<file path="config.mk">
export PLATFORM = sky130hd
export DESIGN_NAME = bus_addr_decoder
export DESIGN_NICKNAME = d
export VERILOG_FILES = /design/src/rtl/bus_addr_decoder.sv
export SDC_FILE = /design/constraint.sdc
export NUM_CORES = 1
export LEC_CHECK = 0
export CORE_ASPECT_RATIO = 0.75
export CORE_MARGIN = 2
export CORE_UTILIZATION = 35
export CTS_BUF_LIST = sky130_fd_sc_hd__clkbuf_4 sky130_fd_sc_hd__clkbuf_8 sky130_fd_sc_hd__clkbuf_16
export CTS_CLUSTER_SIZE = 25
export DETAILED_ROUTE_END_ITERATION = 7
export PLACE_DENSITY = 0.71
export SLEW_MARGIN = 20
export SYNTH_ARGS = -nofsm -noshare
export SYNTH_HDL_FRONTEND = slang
export SYNTH_SLANG_ARGS = --single-unit
export TNS_END_PERCENT = 5
</file>
<file path="constraint.sdc">
create_clock -name clk -period 3.7 [get_ports clk]
set_clock_uncertainty 0.2 [all_clocks]
set_input_delay 1.11 -clock clk [delete_from_list [all_inputs] [get_ports clk]]
set_output_delay 1.11 -clock clk [all_outputs]
set_load 0.005 [all_outputs]
</file>
<file path="src/rtl/bus_addr_decoder.sv">
// rtl/bus_addr_decoder.sv - registered base/mask bus decoder with wait states, ack handshake and timeout
// Fixed-priority window match, one-hot slave select, error on unmapped address or missing ack.
module bus_addr_decoder #(
  parameter int                      ADDR_W   = 13,
  parameter int                      DATA_W   = 32,
  parameter int                      NSLV     = 2,
  parameter logic [NSLV*ADDR_W-1:0]  SLV_BASE = {13'h1800, 13'h0000},
  parameter logic [NSLV*ADDR_W-1:0]  SLV_MASK = {13'h1800, 13'h0000},
  parameter logic [NSLV*4-1:0]       SLV_WAIT = {4'd0, 4'd1},
  parameter int                      TIMEOUT  = 16
) (
  input  logic                   clk,
  input  logic                   rst,
  input  logic                   m_req,
  input  logic                   m_we,
  input  logic [ADDR_W-1:0]      m_addr,
  input  logic [DATA_W-1:0]      m_wdata,
  output logic [DATA_W-1:0]      m_rdata,
  output logic                   m_ready,
  output logic                   m_err,
  output logic [NSLV-1:0]        s_sel,
  output logic                   s_we,
  output logic [ADDR_W-1:0]      s_addr,
  output logic [DATA_W-1:0]      s_wdata,
  input  logic [NSLV*DATA_W-1:0] s_rdata,
  input  logic [NSLV-1:0]        s_ack
);

  localparam int IW = (NSLV > 1) ? $clog2(NSLV) : 1;
  localparam int TW = $clog2(TIMEOUT + 1);
  localparam logic [TW-1:0] T_LAST = TW'(TIMEOUT - 1);

  typedef enum logic [1:0] {
    IDLE,
    ACCESS,
    RESP
  } state_t;

  state_t              state_q, state_d;
  logic [IW-1:0]       idx_q, idx_d;
  logic [3:0]          wcnt_q, wcnt_d;
  logic [TW-1:0]       tcnt_q, tcnt_d;
  logic [NSLV-1:0]     sel_d;
  logic                ready_d, err_d, we_d;
  logic [DATA_W-1:0]   rdata_d, wdata_d;
  logic [ADDR_W-1:0]   addr_d;

  logic                hit;
  logic [IW-1:0]       hit_idx;
  logic [3:0]          wait_hit;
  logic                ack_sel;
  logic [DATA_W-1:0]   rdata_sel;

  // Scan from the top index down so the lowest matching window is the last writer and wins.
  always_comb begin
    hit     = 1'b0;
    hit_idx = '0;
    for (int i = NSLV - 1; i >= 0; i--) begin
      if ((m_addr & SLV_MASK[i*ADDR_W +: ADDR_W]) ==
          (SLV_BASE[i*ADDR_W +: ADDR_W] & SLV_MASK[i*ADDR_W +: ADDR_W])) begin
        hit     = 1'b1;
        hit_idx = IW'(i);
      end
    end
  end

  always_comb begin
    wait_hit  = 4'd0;
    ack_sel   = 1'b0;
    rdata_sel = '0;
    for (int i = 0; i < NSLV; i++) begin
      if (hit_idx == IW'(i)) begin
        wait_hit = SLV_WAIT[i*4 +: 4];
      end
      if (idx_q == IW'(i)) begin
        ack_sel   = s_ack[i];
        rdata_sel = s_rdata[i*DATA_W +: DATA_W];
      end
    end
  end

  always_comb begin
    state_d = state_q;
    idx_d   = idx_q;
    wcnt_d  = wcnt_q;
    tcnt_d  = tcnt_q;
    sel_d   = s_sel;
    ready_d = 1'b0;
    err_d   = 1'b0;
    rdata_d = m_rdata;
    we_d    = s_we;
    addr_d  = s_addr;
    wdata_d = s_wdata;

    case (state_q)
      IDLE: begin
        if (m_req) begin
          we_d    = m_we;
          addr_d  = m_addr;
          wdata_d = m_wdata;
          if (hit) begin
            sel_d   = NSLV'(1) << hit_idx;
            idx_d   = hit_idx;
            wcnt_d  = wait_hit;
            tcnt_d  = '0;
            state_d = ACCESS;
          end else begin
            ready_d = 1'b1;
            err_d   = 1'b1;
            rdata_d = '0;
            state_d = RESP;
          end
        end
      end

      ACCESS: begin
        if (tcnt_q != {TW{1'b1}}) begin
          tcnt_d = tcnt_q + TW'(1);
        end
        if (wcnt_q != 4'd0) begin
          wcnt_d = wcnt_q - 4'd1;
        end
        // A late ack on the last allowed cycle still completes the transfer cleanly.
        if ((wcnt_q == 4'd0) && ack_sel) begin
          rdata_d = rdata_sel;
          ready_d = 1'b1;
          sel_d   = '0;
          state_d = RESP;
        end else if (tcnt_q == T_LAST) begin
          rdata_d = '0;
          ready_d = 1'b1;
          err_d   = 1'b1;
          sel_d   = '0;
          state_d = RESP;
        end
      end

      RESP: begin
        state_d = IDLE;
      end

      default: begin
        state_d = IDLE;
      end
    endcase
  end

  always_ff @(posedge clk) begin
    if (rst) begin
      state_q <= IDLE;
      idx_q   <= '0;
      wcnt_q  <= 4'd0;
      tcnt_q  <= '0;
      s_sel   <= '0;
      m_ready <= 1'b0;
      m_err   <= 1'b0;
      m_rdata <= '0;
      s_we    <= 1'b0;
      s_addr  <= '0;
      s_wdata <= '0;
    end else begin
      state_q <= state_d;
      idx_q   <= idx_d;
      wcnt_q  <= wcnt_d;
      tcnt_q  <= tcnt_d;
      s_sel   <= sel_d;
      m_ready <= ready_d;
      m_err   <= err_d;
      m_rdata <= rdata_d;
      s_we    <= we_d;
      s_addr  <= addr_d;
      s_wdata <= wdata_d;
    end
  end

endmodule
</file>
==> results.cfg <==
[sta]
tightest_slew_ns = 1.01
max_freq_mhz = 361
maxSlewViolCount = 0
setup_violations = 0
post-route-min-period_ns = 2.77
hold_violations = 0
fin_ws_ns = 0.926
setup_tns_ns = 0
relSlewSlack_pct = 32.6
grt_setup_unrepaired = no
period_share_pct = 75.0

[placed_design]
gp_congestion = 0.764
dpl_cell_area_sq_mm = 0.00560
io_buffer_count = 162
preCtsSetupSlack_ns = 0.575
dp_hpwl_um = 7430

[hold_path]
hold_path.class = reg -> reg
hp-start = s_addr[4]
min_delay_path_depth = 2

[detailed_routing]
vias_per_cell = 5.30
wl_per_cell_um = 15.7
num_vias = 3793
ant_nets = 0
drt_iter0_markers = 216
first_pass_iters = 4
drc = 0
wl_um = 11200

[synth]
syn-cell-area_sq_mm = 0.00394
synthFlopType = dfxtp_1
postSynth.asyncResetShare_pct = 0
yosysWarnings = 0
synth_top_area_share_pct = 46.7
ys_ff_latch = 92
seq_area_frac_synth_pct = 46.7
netlist-cell-type-count = 37
synth.most_common_cell = nand2_1
synth-edff-count = 0
synth.largest_area_cell = dfxtp_1
syn-instance-count = 439
syn-num-nets = 559
synth_top_cells_by_count = nand2_1, dfxtp_1, a21oi_1, clkbuf_1
synth.avg_cell_area_sq_um = 8.98
yosys-top-cells-area = dfxtp_1, nand2_1, a311o_1, a21oi_1, and4_1

[global_route]
grt_antenna_before_repair = 0
grt_pass1_vias = 3466
grt_pass1_wl_um = 17200
grt-ovfl-total = 0
grt_max_degree = 72
grtUsageTotal_pct = 17.7

[power_and_ir_drop]
p_per_area_mw_per_mm2 = 452
p_leak_uw = 0.00210
ir_drop_mv = 0.221

[clock_network]
cts-root-buf = clkbuf_16
cts_hold_buf = 0
max-clock-path-buffers = 2
clock_latency_ns = 0.34
cts_tree = done
htreeDepth = 3
cts-resized-gates = 0
cts_sinks = 92
cts_buffers = 9
post-cts-setup-buffer-count = 0
clkTransAtPathRegs_ns = 0.06

[setup_path]
critPathArrivalTime_ns = 2.80
end_kind = flop
crit_fanout = 56
cp-startpoint = s_ack[0]
r2r_cells = 6
critical_path_required_ns = 3.72
start_kind = primary input
reg2reg_from = tcnt_q[0]
path_class = in -> reg

[floorplan]
initial_core_util_pct = 36.0
boundaryPins = 197
die_height_um = 95.9
num_rows = 33
core_sq_mm = 0.0109
die_width_um = 127
die_area_sq_mm = 0.0121

[layout]
nNetsFinal = 691
final_design_area_no_fill_sq_mm = 0.00593
multi_input_area_sq_mm = 0.00186
fill_cells = 946
syn2layout_area_growth_pct = 50.4
register_area_sq_mm = 0.00184
antenna_cells = 0
drive_gt1_share_pct = 5.56

[run_status]
status = completed

[flow_run]
cap_violations = 0
==> final timing paths <==
kind | endpoint | slack, ns
max | m_rdata[0] | 0.93
min reg2reg | s_addr[4] | 0.25
max reg2reg | m_rdata[0] | 1.26
min | s_addr[4] | 0.25
==> critical path, stage by stage <==
cell and delay [ns]:
clkdlybuf4s50_1 0.54, nand4bb_2 0.30, buf_12 0.29, and4_1 0.23
a311o_1 0.31
==> logic make-up after synthesis <==
group	count (synthesis)	synth area share, %
buffers and inverters	55	6.47
AOI/OAI and AO/OA	100	17.2
DFF	92	46.7
muxes	1	0.254
and+or+nand+nor	185	27.7
adders and majority gates	5	1.59
other	1	0.0951
==> cell type report <==
type,instances,area share (%)
Multi-Input combinational cell,292,31.4
Sequential cell,92,31.1
Timing Repair Buffer,170,28.7
Clock buffer,9,3.80
Tap cell,140,2.95
Clock inverter,7,1.77
Inverter,6,0.380
==> power breakdown <==
group | switching [uW] | leakage [uW] | internal [uW]
combinational | 234 | 0.00119 | 302
clock | 408 | 0.000159 | 603
sequential | 56.3 | 0.000752 | 1080
total | 698 | 0.00210 | 1980
==> state kept, by name (all words and copies together), names as in the netlist <==
signal / cells
state_q: 2
tcnt_q: 5
s_we: 1
s_wdata: 32
s_addr: 13
m_err: 1
m_ready: 1
s_sel: 1
m_rdata: 32
wcnt_q: 4
==> placed cells by master (no fill, tap or decap), types with 2 or more instances in the layout <==
master,synthesis,final
o31ai_1,2,2
a311o_1,28,28
clkbuf_16,0,9
o21ai_0,6,6
nor3b_1,3,2
buf_4,1,6
nand2_1,96,96
nor4_1,2,2
buf_12,0,2
or4_1,4,4
clkdlybuf4s50_1,0,161
a21oi_1,52,52
nor4bb_1,2,2
nor4b_1,27,27
ha_1,5,5
a31oi_1,4,4
inv_1,6,6
a211oi_1,4,4
bufinv_16,0,2
nand4b_1,4,4
or3_1,4,4
nand3_1,6,6
dfxtp_1,92,92
and4_1,28,28
inv_6,0,2
==> stage by stage <==
| step | hold slack (ns) | power, uW | util, % | cells |
|---|---|---|---|---|
| after floorplan | 0.253 | 1390 | - | 439 |
| after global placement | 0.241 | 1670 | 51.2 | 700 |
| after detailed placement | 0.247 | 1690 | 51.2 | 700 |
| after CTS | 0.257 | 2710 | 54.2 | 716 |
| after global routing | 0.278 | 2800 | 54.2 | 716 |
| final | 0.254 | 2680 | 54.2 | 716 |
==> metal layers <==
layer | track usage (%) | share of wire [%]
met1 | 22.8 | 45
met2 | 28.5 | 48
met3 | 5.06 | 4.9
met4 | 6.14 | 1.6
met5 | 0 | 0
No activity file was read; power rests on OpenSTA's default activity.
